<file path="src/rtl/rggen_irq_coalescer.sv">
// Interrupt coalescer: counts newly-set enabled status bits and raises one
// irq when the count reaches a threshold or a holdoff timer expires.
module rggen_irq_coalescer #(
  parameter int unsigned WIDTH       = 8,
  parameter int unsigned COUNT_WIDTH = 8,
  parameter int unsigned TIMER_WIDTH = 16
) (
  input  logic                   i_clk,
  input  logic                   i_rst,
  input  logic [WIDTH-1:0]       i_status,
  input  logic [WIDTH-1:0]       i_enable,
  input  logic [COUNT_WIDTH-1:0] i_threshold,
  input  logic [TIMER_WIDTH-1:0] i_timeout,
  input  logic                   i_ack,
  output logic                   o_irq,
  output logic [COUNT_WIDTH-1:0] o_event_count,
  output logic                   o_busy
);

  localparam int unsigned POP_W = $clog2(WIDTH + 1);
  localparam int unsigned SUM_W = COUNT_WIDTH + POP_W;

  localparam logic [1:0] IDLE    = 2'd0;
  localparam logic [1:0] COLLECT = 2'd1;
  localparam logic [1:0] ASSERT  = 2'd2;

  localparam logic [SUM_W-1:0] CNT_MAX = SUM_W'({COUNT_WIDTH{1'b1}});

  logic [1:0]             state_q, state_d;
  logic [TIMER_WIDTH-1:0] timer_q, timer_d;
  logic [WIDTH-1:0]       prev_q;
  logic [COUNT_WIDTH-1:0] count_d;
  logic                   irq_d;

  logic [WIDTH-1:0]       masked_c;
  logic [WIDTH-1:0]       rise_c;
  logic [POP_W-1:0]       n_rise_c;
  logic [SUM_W-1:0]       sum_c;
  logic [COUNT_WIDTH-1:0] count_next_c;
  logic [COUNT_WIDTH-1:0] rise_sat_c;
  logic [COUNT_WIDTH-1:0] thr_c;
  logic                   hit_c;

  // Edge detection, popcount and saturating event arithmetic.
  always_comb begin
    masked_c = i_status & i_enable;
    rise_c   = masked_c & ~prev_q;
    n_rise_c = '0;
    for (int i = 0; i < int'(WIDTH); i++) begin
      n_rise_c = n_rise_c + POP_W'(rise_c[i]);
    end
    sum_c        = SUM_W'(o_event_count) + SUM_W'(n_rise_c);
    count_next_c = (sum_c > CNT_MAX) ? {COUNT_WIDTH{1'b1}} : COUNT_WIDTH'(sum_c);
    rise_sat_c   = (SUM_W'(n_rise_c) > CNT_MAX) ? {COUNT_WIDTH{1'b1}}
                                                 : COUNT_WIDTH'(n_rise_c);
    thr_c        = (i_threshold == '0) ? COUNT_WIDTH'(1) : i_threshold;
    hit_c        = (count_next_c >= thr_c);
  end

  // Next-state and next-output decode.
  always_comb begin
    state_d = state_q;
    timer_d = timer_q;
    count_d = o_event_count;
    irq_d   = o_irq;
    unique case (state_q)
      IDLE: begin
        if (n_rise_c != '0) begin
          count_d = count_next_c;
          if (hit_c) begin
            state_d = ASSERT;
            irq_d   = 1'b1;
          end else begin
            state_d = COLLECT;
            timer_d = i_timeout;
          end
        end
      end
      COLLECT: begin
        if (masked_c == '0) begin
          // status withdrawn before firing: drop the batch silently
          state_d = IDLE;
          count_d = '0;
        end else begin
          count_d = count_next_c;
          if (hit_c || (timer_q == '0)) begin
            state_d = ASSERT;
            irq_d   = 1'b1;
          end else begin
            timer_d = timer_q - TIMER_WIDTH'(1);
          end
        end
      end
      ASSERT: begin
        if (i_ack || (masked_c == '0)) begin
          irq_d = 1'b0;
          if (n_rise_c != '0) begin
            // an edge arriving with the ack opens a fresh batch
            state_d = COLLECT;
            count_d = rise_sat_c;
            timer_d = i_timeout;
          end else begin
            state_d = IDLE;
            count_d = '0;
          end
        end else begin
          count_d = count_next_c;
        end
      end
      default: begin
        state_d = IDLE;
        count_d = '0;
        irq_d   = 1'b0;
      end
    endcase
  end

  // State and output registers with synchronous reset.
  always_ff @(posedge i_clk) begin
    if (i_rst) begin
      state_q       <= IDLE;
      timer_q       <= '0;
      prev_q        <= '0;
      o_event_count <= '0;
      o_irq         <= 1'b0;
      o_busy        <= 1'b0;
    end else begin
      state_q       <= state_d;
      timer_q       <= timer_d;
      prev_q        <= masked_c;
      o_event_count <= count_d;
      o_irq         <= irq_d;
      o_busy        <= (state_d != IDLE);
    end
  end

endmodule

</file>
<file path="config.mk">
export PLATFORM = sky130hd
export DESIGN_NAME = rggen_irq_coalescer
export DESIGN_NICKNAME = d
export VERILOG_FILES = /design/src/rtl/rggen_irq_coalescer.sv
export SDC_FILE = /design/constraint.sdc
export NUM_CORES = 1
export LEC_CHECK = 0
export CAP_MARGIN = 15
export CORE_MARGIN = 2
export CORE_UTILIZATION = 50
export CTS_CLUSTER_DIAMETER = 100
export DETAILED_ROUTE_END_ITERATION = 8
export PLACE_DENSITY = 0.89
export SYNTH_ARGS = -nofsm -noshare
export SYNTH_HDL_FRONTEND = slang
export SYNTH_SLANG_ARGS = --single-unit
</file>
<file path="constraint.sdc">
create_clock -name i_clk -period 8.7 [get_ports i_clk]
set_input_delay 2.175 -clock i_clk [delete_from_list [all_inputs] [get_ports i_clk]]
set_output_delay 2.175 -clock i_clk [all_outputs]
set_load 0.005 [all_outputs]
</file>
==> impl_metrics.ini, run 1 <==
[sta]
period_minus_slack_ps = 8333
max_freq_mhz = 120.0
finClkSkew_ps = 4.609
rsz0062_at_grt = no
maxSlewHeadroom_pct = 52.77
finalHoldViolCount = 0
post-route-period-util_pct = 95.78
worstMarginPinSlew_ps = 708.4
final.setup.tns_ps = 0
finalSetupViolCount = 0
finalMaxSlewViolations = 0

[setup_path]
crit_top_cell = fa_1
path_buf_inv = 5
r2r_start = prev_q[0]$_SDFF_PP0_
crit_path_end = timer_q[10]$_SDFFE_PP0P_
crit_path_max_fanout = 15
crit_chain = clkdlybuf4s50_1 -> nand2_1 -> nor2_1 -> fa_1 -> inv_1 -> fa_1 -> fa_1 -> inv_1 -> ha_1 -> fa_1 -> inv_1 -> fa_1 -> nor2b_1 -> a221o_1 -> and3_1 -> mux2i_1 -> inv_1 -> ha_1 -> and4_4 -> a221o_1 -> a311oi_4 -> o221ai_2 -> nand2b_1 -> a21oi_1
cp.depth = 24
crit_family = adder cells
r2r_setup_slack_ps = 2450
cp.required_ps = 8920
cp-end-kind = flip-flop
crit_path_start = i_enable[0]
crit_slowest_cell = fa_1
critPathKind = primary input to flip-flop
slowest_delay_ps = 540
reg2reg_depth = 22
timing.rr.end = timer_q[10]$_SDFFE_PP0P_
crit_arrival_ps = 8560
startpoint_type = primary input

[clock_network]
clk_path_buf_depth = 2
htreeDepth = 2
clkLatencyLatePin_ps = 290
clkTransAtPathRegs_ps = 70
cts_tree = built
cts_buffers = 5
postCtsSetupBuffers = 0
cts_sinks = 36
cts-root-buf = clkbuf_8

[yosys]
ys_top_cells_by_area = dfxtp_1, ha_1, a21oi_1, nor2_1, nand2_1
syn-num-nets = 404
synth_edf_count = 0
ys_types = 58
synth.largest_area_cell = dfxtp_1
ys_seq_area_share_pct = 27.09
async_flop_share_pct = 0
ys_ff_latch = 36
yosysTopAreaCellShare_pct = 27.09
synth_most_common_cell = nor2_1
syn_inst = 339
avgSynthCellArea_um2 = 7.847
synth_flop_cell = dfxtp_1
syn_area_mm2 = 0.002660
synthTopCellsByCount = nor2_1, dfxtp_1, a21oi_1, nand2_1, inv_1
yosys_warnings = 0

[route]
drc_errors = 0
via_count = 2644
postRouteAntennaNets = 0
wire_per_inst_um = 13.88
wl_met3_um = 429
viasPerCell = 5.711
top_layer = met4
first_pass_iters = 5
routed_wl_mm = 6.426
wl_met2_mm = 3.241
drt_iter0_markers = 158
wl_met1_mm = 2.671

[global_routing]
overflow = 0
grt_pass1_vias = 2514
grt_max_degree = 41
grt_usage_pct = 21.99
antenna_found_initial = 0
grt_pass1_wl_mm = 10.78

[layout]
instances_no_fill = 463
drive_gt1_share_pct = 8.397
final_core_util_pct = 66.00
area_growth_pct = 26.72
fin_nets = 457
n_antenna_cell = 0

[place]
io_buffers = 52
detailed_place_hpwl_mm = 4.692
place_congestion = 0.9037
dpl.cell_count = 454

[die]
dieArea_mm2 = 0.005920
die_w_um = 76.94
fp.dieH_um = 76.94
row_count = 26
io_pins = 53
initial_core_util_pct = 52.08
core_area_mm2 = 0.005107

[power_and_ir_drop]
irDropWorstVdd_mv = 0.1777
combPwrFrac_pct = 57.2
intPower_mw = 0.5419
powerDensity_mw_per_mm2 = 290.0
switching_share_pct = 44.55
seq_power_share_pct = 27.5
p_leak_nw = 1.416
p_switching_mw = 0.4355
clkPwrFrac_pct = 15.3

[hold_path]
hold_path_class = flip-flop to flip-flop
min_from = timer_q[14]$_SDFFE_PP0P_

[run_status]
status = completed

[run]
max_cap_viol_count = 0
==> how the worst min path moves through the flow <==
stage                                     endpoint  cells after the start  slack (ps)
after CTS                 timer_q[14]$_SDFFE_PP0P_                      2         490
after floorplan           timer_q[14]$_SDFFE_PP0P_                      2         460
after detailed placement  timer_q[14]$_SDFFE_PP0P_                      2         470
after global routing      timer_q[14]$_SDFFE_PP0P_                      2         510
final                     timer_q[14]$_SDFFE_PP0P_                      2         490
after global placement    timer_q[14]$_SDFFE_PP0P_                      2         470
==> placed cells by master (no fill, tap or decap), types with 3 or more instances in the layout <==
cell / instances
nand4_1: 3
clkbuf_8: 5
mux2i_1: 4
buf_4: 8
nor3_1: 9
a21o_1: 6
o21ai_1: 5
nor4_1: 3
a22oi_1: 7
or3_1: 3
a31oi_1: 5
dfxtp_1: 36
or2_2: 5
o32ai_1: 6
nor2b_1: 5
nand2b_1: 13
ha_1: 17
fa_1: 5
nand3_1: 5
nand2_1: 29
o21ai_0: 18
a21oi_1: 31
or2_0: 3
clkdlybuf4s50_1: 52
inv_1: 26
and3_1: 4
nor2_1: 41
==> what timing repair did <==
item,in CTS,in global routing
endpoints found under the setup margin,0,1
gates resized for setup,0,0
hold buffers,0,0
==> state kept, by name, summed over array words and instances (netlist names) <==
name           cells
timer_q           16
o_event_count      8
prev_q             8
state_q            2
o_busy             1
o_irq              1
==> worst register-to-register path, cell delays in order, from the launching register on <==
cell,delay (ps)
dfxtp_1,310
nor2_1,50
fa_1,530
inv_1,50
fa_1,500
fa_1,540
inv_1,40
ha_1,210
fa_1,540
inv_1,80
fa_1,410
nor2b_1,200
a221o_1,240
and3_1,190
mux2i_1,230
inv_1,70
ha_1,300
and4_4,200
a221o_1,320
a311oi_4,410
o221ai_2,370
nand2b_1,280
a21oi_1,120
==> metal layers <==
layer  GRT usage, %  up-vias
met5              0        -
met4          6.909        0
met3          5.059       11
met2          38.16      104
met1          26.86     1212
li1               -     1317
==> logic make-up (layout without fill, tap and decap cells) <==
logic type               after synthesis  in the layout  share of synthesized area [%]
XOR/XNOR                               2              2                         0.6586
buffers and inverters                 41             94                          6.820
AO/OA/AOI/OAI                         98             99                          25.97
adder cells (fa/ha/maj)               22             22                          11.76
flip-flops                            36             36                          27.09
AND/OR/NAND/NOR                      136            136                          26.20
multiplexers                           4              4                          1.505
==> cell type report <==
class,instances,area (um2)
multi-input combinational,263,1773
fill,411,1737
sequential,36,720.7
timing repair buffer,60,580.6
inverter,26,97.59
tap,70,87.58
clock buffer,5,68.82
clock inverter,3,42.54
==> power by group through the flow <==
stage	Clock [mW]	Combinational, mW	Sequential (mW)
after floorplan	0	0.442	0.253
after global placement	0	0.525	0.267
after detailed placement	0	0.541	0.270
after CTS	0.152	0.545	0.267
after global routing	0.160	0.630	0.276
final	0.149	0.559	0.269
==> stage by stage <==
stage	hold WS (ps)	area [um2]	setup slack (ps)	power (mW)
floorplan	461.0	2660	895.3	0.6950
global placement	473.6	3244	202.1	0.7924
detailed placement	474.7	3244	97.17	0.8112
CTS	485.4	3356	395.9	0.9634
global route	514.6	3371	6.108	1.066
finish	488.4	3371	367.2	0.9774
No activity file was read; power rests on OpenSTA's default activity.
==> run 2: changes to the inputs <==
Settings changed: CORE_UTILIZATION 50 to 30, PLACE_DENSITY 0.89 to 0.62, REMOVE_ABC_BUFFERS set to 1.
==> run 2 against run 1 <==
Critical path depth rose by 1. First-iteration DRC count fell by 12%. Design area fell by 0.11%. Non-clock buffer count fell by 4. Die area rose by 63%. Wire length rose by 2.4%. Clock skew rose by 7.1 ps. Maximum frequency rose by 0.58%. Clock-buffer cell count rose by 1.
==> impl_metrics.ini, run 2 (synthesized netlist as in run 1, its figures left out) <==
[layout]
layout_common_cells = clkdlybuf4s50_1, nor2_1, dfxtp_1
fin_area_mm2 = 0.003367
top_regs = timer_q (16), o_event_count (8), prev_q (8)
fin_nets = 452
area_growth_pct = 26.58
drive_gt1_share_pct = 7.216
top_register = timer_q
largest_reg_flops = 16
final_common_cell = clkdlybuf4s50_1
n_antenna_cell = 0

[sta]
maxSlewHeadroom_pct = 57.87
finalMaxSlewViolations = 0
fin_hold_ws_ps = 495.4
period_minus_slack_ps = 8284
rsz0062_at_grt = no
max_freq_mhz = 120.7
worstMarginPinSlew_ps = 632.0
finalHoldViolCount = 0
finClkSkew_ps = 11.70
timing.final.ws_setup_ps = 415.6
finalSetupViolCount = 0
final.setup.tns_ps = 0
post-route-period-util_pct = 95.22

[place]
place_congestion = 0.8407
dp_worst_setup_slack_ps = 63.45
detailed_place_hpwl_mm = 4.973
dpl-instance-area_mm2 = 0.003274
io_buffers = 52

[die]
core_area_mm2 = 0.008678
row_count = 34
io_pins = 53
die_w_um = 98.17
fp.dieH_um = 98.17
initial_core_util_pct = 30.65
dieArea_mm2 = 0.009636

[global_routing]
overflow = 0
grt_pass1_vias = 2492
grt_usage_pct = 14.09
antenna_found_initial = 0
grt_max_degree = 41
grt_pass1_wl_mm = 11.39

[route]
wire_per_inst_um = 13.27
drt_iter0_markers = 139
routed_wl_mm = 6.582
via_count = 2547
postRouteAntennaNets = 0
drc_errors = 0
viasPerCell = 5.135
first_pass_iters = 4

[clock_network]
cts_tree = built
cts_buffers = 5
cts_sinks = 36
clk_path_buf_depth = 2
cts-root-buf = clkbuf_8
postCtsSetupBuffers = 0
htreeDepth = 2
cts_resized = 0
clkTransAtPathRegs_ps = 70
clkLatencyLatePin_ps = 290

[setup_path]
startpoint_type = primary input
crit_path_end = timer_q[7]$_SDFFE_PP0P_
crit_slowest_cell = fa_1
r2r_start = prev_q[0]$_SDFF_PP0_
crit_top_cell = fa_1
cp.depth = 25
r2r_setup_slack_ps = 2510
crit_family = adder cells
critPathKind = primary input to flip-flop
slowest_delay_ps = 570
path_buf_inv = 6
cp.required_ps = 8920
cp-end-kind = flip-flop
crit_path_max_fanout = 32
crit_path_start = i_status[0]
reg2reg_depth = 23
timing.rr.end = timer_q[7]$_SDFFE_PP0P_
crit_arrival_ps = 8500

[power_and_ir_drop]
p_leak_nw = 1.394
powerDensity_mw_per_mm2 = 283.6
power.total_mw = 0.9550
irDropWorstVdd_mv = 0.08099

[run_status]
status = completed

[run]
max_cap_viol_count = 0

[hold_path]
min_from = timer_q[10]$_SDFFE_PP0P_
hold_path_class = flip-flop to flip-flop
==> run 2: cell count changes in the layout (fill, tap and decap cells not counted) <==
| cell | change |
|---|---|
| clkinvlp_4 | -1 |
| clkbuf_8 | +1 |
| bufinv_16 | -1 |
| o221ai_2 | -1 |
| clkinv_2 | +1 |
| buf_12 | +1 |
| buf_4 | -5 |
==> run 2: timing repair <==
action                     in CTS  in global routing
hold buffers                    0                  0
setup endpoints to repair       0                  3
hold endpoints to repair        0                  0
==> run 2: worst min path at each step <==
stage                                           to  slack [ps]  depth (start not counted)
after floorplan           timer_q[14]$_SDFFE_PP0P_         450                          2
after global placement    timer_q[10]$_SDFFE_PP0P_         480                          2
after detailed placement  timer_q[10]$_SDFFE_PP0P_         490                          2
after CTS                 timer_q[10]$_SDFFE_PP0P_         500                          2
after global routing      timer_q[10]$_SDFFE_PP0P_         520                          2
final                     timer_q[10]$_SDFFE_PP0P_         500                          2
==> run 2: cell type report <==
type                            instances  area [um2]
Timing Repair Buffer                   56       563.0
Sequential cell                        36       720.7
Clock buffer                            6       82.58
Fill cell                             919        5311
Multi-Input combinational cell        262        1758
Clock inverter                          2       10.01
Inverter                               26       97.59
Tap cell                              108       135.1
==> run 2: report_power, final <==
| part | leakage (nW) | total [mW] | switching [mW] | internal [mW] |
|---|---|---|---|---|
| Sequential | 0.296 | 0.268 | 0.0553 | 0.213 |
| Combinational | 1.05 | 0.559 | 0.310 | 0.248 |
| Clock | 0.0510 | 0.128 | 0.0649 | 0.0633 |
| Total | 1.39 | 0.955 | 0.431 | 0.525 |
==> run 2: metal layers <==
layer	GRT usage (%)	vias to the layer above	routed length (um)
met1	18.40	1184	3197
met2	23.81	50	3041
met3	2.935	7	263
met5	0	-	0
li1	-	1306	-
met4	3.583	0	79
==> run 2: worst min-delay path, cell delays in order (launching register included) <==
cell and delay [ps]:
dfxtp_1 320, o21ai_0 70, a21oi_1 60
==> run 2: metrics by stage <==
stage          instances  util, %
4_1_cts              496    38.80
2_1_floorplan        324        -
3_5_place_dp         488    37.73
3_3_place_gp         488    37.73
5_1_grt              496    38.80
6_report             496    38.80
==> run 3: changes to the inputs <==
Settings changed: CORE_ASPECT_RATIO set to 0.8.
==> run 3 against run 2 <==
Global-route usage is 0.087 points higher. Design area is 0.15% higher. First-iteration DRC count is 26% lower. Wire length is 2.0% lower.
==> impl_metrics.ini, run 3 (synthesized netlist as in run 1, its figures left out) <==
[setup_path]
crit_path_end = timer_q[2]$_SDFFE_PP0P_
cp-end-kind = flip-flop
cp.depth = 25
crit_top_cell = fa_1
critPathKind = primary input to flip-flop
startpoint_type = primary input
r2r_setup_slack_ps = 2510
timing.rr.end = timer_q[2]$_SDFFE_PP0P_
r2r_start = prev_q[0]$_SDFF_PP0_
crit_arrival_ps = 8530
crit_slowest_cell = fa_1
crit_path_start = i_enable[0]
crit_family = adder cells
reg2reg_depth = 23
slowest_delay_ps = 540
crit_path_max_fanout = 32
cp.required_ps = 8920
path_buf_inv = 5

[die]
fp.dieH_um = 88.22
row_count = 30
io_pins = 53
dieArea_mm2 = 0.009641
die_w_um = 109.3
initial_core_util_pct = 31.08
core_area_mm2 = 0.008558

[route]
first_pass_iters = 4
wire_per_inst_um = 12.90
postRouteAntennaNets = 0
drc_errors = 0
routed_wl_mm = 6.452
via_count = 2508
viasPerCell = 5.016
drt_iter0_markers = 103

[clock_network]
postCtsSetupBuffers = 0
cts_buffers = 5
cts_resized = 0
cts-root-buf = clkbuf_8
clkTransAtPathRegs_ps = 80
clkLatencyLatePin_ps = 290
cts_sinks = 36
cts_tree = built
cts-hold-fix-buffers = 0
clk_path_buf_depth = 2
htreeDepth = 2

[layout]
area_growth_pct = 26.76
top_register = timer_q
fin_area_mm2 = 0.003372
final_common_cell = clkdlybuf4s50_1
n_antenna_cell = 0
top_regs = timer_q (16), o_event_count (8), prev_q (8)
nFillCells = 906
fin_nets = 452
drive_gt1_share_pct = 6.959
layout_common_cells = clkdlybuf4s50_1, nor2_1, dfxtp_1
largest_reg_flops = 16

[sta]
finalMaxSlewViolations = 0
max_freq_mhz = 120.4
finalHoldViolCount = 0
worstMarginPinSlew_ps = 609.0
post-route-period-util_pct = 95.43
maxSlewHeadroom_pct = 59.40
final.setup.tns_ps = 0
finClkSkew_ps = 7.252
finalSetupViolCount = 0
period_minus_slack_ps = 8303

[power_and_ir_drop]
combPwrFrac_pct = 58.8
p_leak_nw = 1.389
clkPwrFrac_pct = 13.2
powerDensity_mw_per_mm2 = 283.8
intPower_mw = 0.5268
seq_power_share_pct = 28.0
p_switching_mw = 0.4302
switching_share_pct = 44.95
irDropWorstVdd_mv = 0.1239

[place]
place_congestion = 0.8687
detailed_place_hpwl_mm = 4.967
io_buffers = 52
dpl-instance-area_mm2 = 0.003279

[global_routing]
grt_pass1_vias = 2353
grt_pass1_wl_mm = 10.84
overflow = 0
grt_usage_pct = 14.17
antenna_found_initial = 0
grt_max_degree = 41

[run_status]
status = completed

[hold_path]
hold_path_class = flip-flop to flip-flop

[run]
max_cap_viol_count = 0
==> run 3: changes by cell type in the layout (fill, tap and decap cells not counted) <==
cell | previous run | this run
clkbuf_1 | 0 | 2
nor2b_2 | 0 | 1
clkinv_2 | 2 | 0
nor2b_1 | 5 | 4
==> run 3: layer usage <==
metal / vias to the layer above / GRT usage (%) / routed length (um) / part of all wire (%)
met5: - / 0 / 0 / 0
met4: 0 / 3.797 / 70 / 1.1
met3: 7 / 2.725 / 340 / 5.3
met2: 51 / 23.72 / 2900 / 45
met1: 1147 / 18.85 / 3140 / 49
li1: 1303 / - / - / -
==> run 3: worst min-delay path by stage <==
stage / depth (start not counted) / end / from / slack [ps]
after global placement: 2 / timer_q[10]$_SDFFE_PP0P_ / timer_q[10]$_SDFFE_PP0P_ / 480
after CTS: 2 / timer_q[10]$_SDFFE_PP0P_ / timer_q[10]$_SDFFE_PP0P_ / 500
final: 2 / timer_q[10]$_SDFFE_PP0P_ / timer_q[10]$_SDFFE_PP0P_ / 500
after floorplan: 2 / timer_q[14]$_SDFFE_PP0P_ / timer_q[14]$_SDFFE_PP0P_ / 450
after global routing: 2 / timer_q[10]$_SDFFE_PP0P_ / timer_q[10]$_SDFFE_PP0P_ / 510
after detailed placement: 2 / timer_q[10]$_SDFFE_PP0P_ / timer_q[10]$_SDFFE_PP0P_ / 480
==> run 3: area by class of cell <==
cell class	count	area [um2]	area share (%)
multi-input combinational	262	1760	52.21
inverter	26	97.59	2.894
sequential	36	720.7	21.37
clock buffer	8	90.09	2.672
timing repair buffer	56	563.0	16.70
tap	112	140.1	4.156
==> run 3: through the flow <==
step / hold WS (ps) / std cells / util (%) / power [mW] / worst slack, ps
6_report: 498.7 / 500 / 39.40 / 0.9570 / 397.3
3_5_place_dp: 481.4 / 492 / 38.32 / 0.8295 / 66.59
3_3_place_gp: 480.2 / 492 / 38.32 / 0.8215 / 241.2
4_1_cts: 498.7 / 500 / 39.37 / 0.9590 / 377.6
5_1_grt: 514.7 / 500 / 39.40 / 1.046 / -2.464
2_1_floorplan: 454.7 / 324 / - / 0.6584 / 831.5
==> run 3: tightest hold or removal path: stages, from the launching register on <==
cell	delay (ps)
dfxtp_1	320
o21ai_0	70
a21oi_1	60
==> run 3: power by group through the flow <==
stage | sequential [mW] | clock, mW | combinational [mW]
finish | 0.268 | 0.127 | 0.562
CTS | 0.267 | 0.129 | 0.563
floorplan | 0.259 | 0 | 0.399
detailed placement | 0.270 | 0 | 0.560
global route | 0.274 | 0.134 | 0.637
global placement | 0.270 | 0 | 0.552
